[config.mk]
export PLATFORM = sky130hd
export DESIGN_NAME = mult_pipeline
export DESIGN_NICKNAME = d
export VERILOG_FILES = /design/src/rtl/mult_pipeline.sv
export SDC_FILE = /design/constraint.sdc
export NUM_CORES = 1
export LEC_CHECK = 0
export CELL_PAD_IN_SITES_DETAIL_PLACEMENT = 0
export CELL_PAD_IN_SITES_GLOBAL_PLACEMENT = 1
export CORE_MARGIN = 2
export CORE_UTILIZATION = 49
export DETAILED_ROUTE_END_ITERATION = 6
export PLACE_DENSITY = 0.81
export SETUP_SLACK_MARGIN = 0.5
export SYNTH_ARGS = -nofsm -noshare
export SYNTH_HDL_FRONTEND = slang
export SYNTH_SLANG_ARGS = --single-unit
[constraint.sdc]
create_clock -name clk -period 8.08 [get_ports clk]
set_input_delay 1.616 -clock clk [delete_from_list [all_inputs] [get_ports clk]]
set_output_delay 1.616 -clock clk [all_outputs]
set_load 0.03 [all_outputs]
[src/rtl/mult_pipeline.sv]
// -----------------------------------------------------------------------------
// mult_pipeline
//   Five-stage fixed-latency integer multiplier (M1..M5) that sits beside the
//   EX/MEM path. Accepts one MUL per cycle and returns the low DATA_W bits of
//   src1*src2 at M5. It never stalls. Per-stage dst/regwrite are exported so the
//   hazard unit can stall decode.
//
// Ports
//   clk, rst_n              clock, async active-low reset
//   id_issue                decode launches a MUL this cycle
//   id_src1_val/id_src2_val forwarded operands A, B
//   id_dst_reg/id_regwrite  destination and write enable
//   kill_m1                 squash the instruction currently in M1
//   mK_dst_reg/mK_regwrite  per-stage destination / live-write flag (K=1..5)
//   wb_valid/wb_dst_reg/wb_data  M5 writeback
//   busy                    any stage holds a valid instruction
// -----------------------------------------------------------------------------
module mult_pipeline #(
   parameter int DATA_W   = 32,
   parameter int REG_ADDR = 5
) (
   input  logic                clk,
   input  logic                rst_n,
   input  logic                id_issue,
   input  logic [DATA_W-1:0]   id_src1_val,
   input  logic [DATA_W-1:0]   id_src2_val,
   input  logic [REG_ADDR-1:0] id_dst_reg,
   input  logic                id_regwrite,
   input  logic                kill_m1,
   output logic [REG_ADDR-1:0] m1_dst_reg,
   output logic [REG_ADDR-1:0] m2_dst_reg,
   output logic [REG_ADDR-1:0] m3_dst_reg,
   output logic [REG_ADDR-1:0] m4_dst_reg,
   output logic [REG_ADDR-1:0] m5_dst_reg,
   output logic                m1_regwrite,
   output logic                m2_regwrite,
   output logic                m3_regwrite,
   output logic                m4_regwrite,
   output logic                m5_regwrite,
   output logic                wb_valid,
   output logic [REG_ADDR-1:0] wb_dst_reg,
   output logic [DATA_W-1:0]   wb_data,
   output logic                busy
);
   localparam int H      = DATA_W / 2;
   localparam int STAGES = 5;

   // ---------------- control pipe ----------------
   logic [STAGES:1]               vld_q;   // stage valid bits
   logic [STAGES:1]               rw_q;    // regwrite with r0 already masked
   logic [STAGES:1][REG_ADDR-1:0] dst_q;

   always_ff @(posedge clk or negedge rst_n) begin
      if (!rst_n) begin
         vld_q <= '0;
         rw_q  <= '0;
         dst_q <= '0;
      end else begin
         vld_q[1] <= id_issue;
         rw_q[1]  <= id_issue & id_regwrite & (id_dst_reg != '0);
         dst_q[1] <= id_issue ? id_dst_reg : '0;
         // only M1 can be flushed; everything past it is older than any flush source
         vld_q[2] <= vld_q[1] & ~kill_m1;
         for (int k = 3; k <= STAGES; k++) vld_q[k] <= vld_q[k-1];
         for (int k = 2; k <= STAGES; k++) begin
            rw_q[k]  <= rw_q[k-1];
            dst_q[k] <= dst_q[k-1];
         end
      end
   end

   // ---------------- datapath ----------------
   // Only the low DATA_W bits are needed, so ah*bh never contributes and the
   // cross terms only matter modulo 2^h.
   logic [DATA_W-1:0] a_q, b_q;
   logic [DATA_W-1:0] pp0_m2_q, pp0_m3_q, res_m4_q, res_m5_q;
   logic [H-1:0]      pp1_q, pp2_q, cross_q;

   logic [DATA_W-1:0] pp0_d, res_d;
   logic [H-1:0]      pp1_d, pp2_d, cross_d;

   always_comb begin
      pp0_d   = DATA_W'(a_q[H-1:0]) * DATA_W'(b_q[H-1:0]);
      pp1_d   = a_q[H-1:0] * b_q[DATA_W-1:H];
      pp2_d   = a_q[DATA_W-1:H] * b_q[H-1:0];
      cross_d = pp1_q + pp2_q;
      res_d   = pp0_m3_q + {cross_q, {H{1'b0}}};
   end

   always_ff @(posedge clk or negedge rst_n) begin
      if (!rst_n) begin
         a_q      <= '0;
         b_q      <= '0;
         pp0_m2_q <= '0;
         pp1_q    <= '0;
         pp2_q    <= '0;
         pp0_m3_q <= '0;
         cross_q  <= '0;
         res_m4_q <= '0;
         res_m5_q <= '0;
      end else begin
         a_q      <= id_src1_val;
         b_q      <= id_src2_val;
         pp0_m2_q <= pp0_d;
         pp1_q    <= pp1_d;
         pp2_q    <= pp2_d;
         pp0_m3_q <= pp0_m2_q;
         cross_q  <= cross_d;
         res_m4_q <= res_d;
         res_m5_q <= res_m4_q;
      end
   end

   // ---------------- outputs ----------------
   assign m1_dst_reg  = dst_q[1];
   assign m2_dst_reg  = dst_q[2];
   assign m3_dst_reg  = dst_q[3];
   assign m4_dst_reg  = dst_q[4];
   assign m5_dst_reg  = dst_q[5];
   assign m1_regwrite = vld_q[1] & rw_q[1];
   assign m2_regwrite = vld_q[2] & rw_q[2];
   assign m3_regwrite = vld_q[3] & rw_q[3];
   assign m4_regwrite = vld_q[4] & rw_q[4];
   assign m5_regwrite = vld_q[5] & rw_q[5];
   assign wb_valid    = m5_regwrite;
   assign wb_dst_reg  = dst_q[5];
   assign wb_data     = res_m5_q;
   assign busy        = |vld_q;

endmodule

==> out/metrics.yaml <==
power_and_ir_drop:
  p_total_mw: 12.4
  pwr-share-seq: 0.180
  p_leak_nw: 14.0
  power_density_mw_per_mm2: 446
  combPwrFrac: 0.692
  intPower_mw: 6.69
  clkPwrFrac: 0.128
  swShare: 0.461
  net-switching-power_mw: 5.71
  vdd_drop_max_mv: 0.459
die:
  start_util: 0.494
  design.die.area_sq_mm: 0.0521
  core-area_sq_mm: 0.0499
  ios: 143
  die_w_um: 228
  die_h_um: 228
  rows: 82
yosys:
  yosys_warnings: 0
  netlist_area_sq_mm: 0.0246
  synth-edff-count: 0
  avgSynthCellArea_sq_um: 10.2
  async_flop_share: 1.00
  synth_area_leaders: "fa_1 (29%), dfrtp_1 (28%), ha_1 (12%), inv_1 (7.4%), and2_1 (5.7%)"
  synth_top_flop_cell: "dfrtp_1"
  synthCells: 2418
  yosys_register_bits: 275
  synthesis.nets: 3080
  yosysTopAreaCell: "fa_1"
  ys_seq_area_frac: 0.279
  ys_types: 50
  synth_top_area_frac: 0.289
drt:
  drt_first_pass_iters: 7
  drt-total-wl_um: 56900
  drt_iter0_drc: 866
  num_vias: 16300
  ant_nets: 0
  drc: 0
  viasPerCell: 5.07
  routedWlPerCell_um: 17.7
sta:
  rsz0062_at_grt: "false"
  period_share: 0.816
  skew_ns: 0.0180
  finalCriticalPeriod_ns: 6.59
  slew_headroom: 0.257
  totalNegativeSetupSlack_ns: 0
  hold_violations: 0
  slew_viol_final: 0
  setup_violations: 0
  whs_ns: 0.346
  max_freq_mhz: 152
  worstMarginPinSlew_ns: 1.12
cts:
  cts_buffer_depth: 3
  htree_levels: 1
  cts_setup_buffers: 0
  cts_sinks: 275
  clkTransAtPathRegs_ns: 0.07
  postCtsHoldBufs: 0
  cts_tree: "yes"
  clock_latency_ns: 0.60
  cts_resized: 0
  cts_buffers: 30
  root_buffer: "clkbuf_16"
setup_path:
  crit_path_start_kind: "register"
  cp_max_fo: 16
  endpoint_kind: "register"
  worst_ep_arrival_time_ns: 7.11
  worstPathRequired_ns: 8.59
  critical_path_class: "register to register"
global_routing:
  grt_remaining_overflow: 0
  antenna_found_initial: 2
  grt_pass1_wl_um: 93400
  grt_util_met2: 0.382
  grt_busiest_layer: "met2"
  grt_pass1_vias: 17700
  met3_usage: 0.0345
  track_usage: 0.229
  grt_max_degree: 175
  use_met1: 0.310
final_layout:
  multi_input_area_sq_mm: 0.0155
  diodes: 0
  syn2layout_area_growth_pct: 12.9
  final_cell_mix: "inv_1 (485), fa_1 (356), nand2_1 (353), dfrtp_1 (275), ha_1 (232)"
  layout-drive-gt1-share: 0.0374
  layout.nets: 3175
  area.sequential_sq_mm: 0.00688
  filler_cell_count: 4400
  fin_util: 0.558
  layout_commonest_cell: "inv_1"
flow_run:
  drv_cap: 0
placed_design:
  dp_hpwl_um: 43900
  gp_congestion: 0.894
  io_buffers: 142
run_status:
  status: "completed"
worst_hold_path:
  hold_class: "register to register"
## through the flow
stage | cell area (sq um) | cells | setup WS [ns]
finish | 27800 | 3209 | 1.49
global route | 27800 | 3209 | 1.13
CTS | 27800 | 3209 | 1.51
detailed placement | 26700 | 3153 | 1.53
global placement | 26700 | 3153 | 1.66
floorplan | 24600 | 2418 | 2.20
## synth_stat cells, drive strengths merged (10+ instances only)
library cell / instances
a211oi: 10
a21o: 20
a21oi: 43
and2: 225
buf: 10
clkbuf: 87
dfrtp: 275
fa: 356
ha: 232
inv: 485
nand2: 353
nand3: 14
nor2: 54
nor2b: 11
nor3: 14
o21a: 11
o21ai: 23
or3: 11
xnor2: 100
xor2: 29
## final timing paths
check	depth (start not counted)	from	endpoint	slack, ns
max	21	b_q[1]	pp0_m2_q[30]	1.49
min	0	pp0_m3_q[2]	res_m4_q[2]	0.35
max reg2reg	21	b_q[1]	pp0_m2_q[30]	1.49
min reg2reg	0	pp0_m3_q[2]	res_m4_q[2]	0.35
max in group asynchronous	2	rst_n	pp0_m2_q[24]	5.64
min in group asynchronous	1	rst_n	m5_dst_reg[4]	1.06
## power groups by stage
stage,combinational [mW],clock (mW),sequential (mW)
final,8.58,1.58,2.23
after global routing,9.72,1.68,2.27
after CTS,8.66,1.62,2.24
after detailed placement,8.58,0,2.26
after global placement,8.42,0,2.25
after floorplan,6.51,0,2.23
## per-layer routing
metal / share of wire / vias to the layer above / routed length, um
li1: - / 7404 / -
met2: 0.48 / 435 / 27400
met5: 0 / - / 0
met4: 0.031 / 0 / 1770
met3: 0.057 / 105 / 3240
met1: 0.43 / 8327 / 24500
## cell families after synthesis
| kind of cell | count (synthesis) | share of synthesized area |
|---|---|---|
| flip-flops | 275 | 0.279 |
| adder cells (fa/ha/maj) | 588 | 0.407 |
| buffers and inverters | 582 | 0.0904 |
| AND/OR/NAND/NOR | 703 | 0.136 |
| XOR/XNOR | 129 | 0.0458 |
| AO/OA/AOI/OAI | 141 | 0.0418 |
## worst max-delay path: stages, from the launching register on
cell      delay, ns
dfrtp_1        0.77
buf_4          0.35
nand2_1        0.11
fa_1           0.55
fa_1           0.47
fa_1           0.54
fa_1           0.55
inv_1          0.05
fa_1           0.48
inv_1          0.05
fa_1           0.47
inv_1          0.04
ha_1           0.35
a21o_1         0.21
a21o_1         0.19
a21o_1         0.19
a21oi_1        0.26
nand3_1        0.18
a211oi_2       0.27
o31ai_1        0.11
a21oi_1        0.17
xnor2_1        0.14
## layout make-up
type,count,share of cell area
clock buffer,41,0.0313
clock inverter,15,0.0105
inverter,485,0.0654
multi-input combinational,1561,0.559
sequential,275,0.247
tap,672,0.0302
timing repair buffer,160,0.0566
No activity file was read; power rests on OpenSTA's default activity.
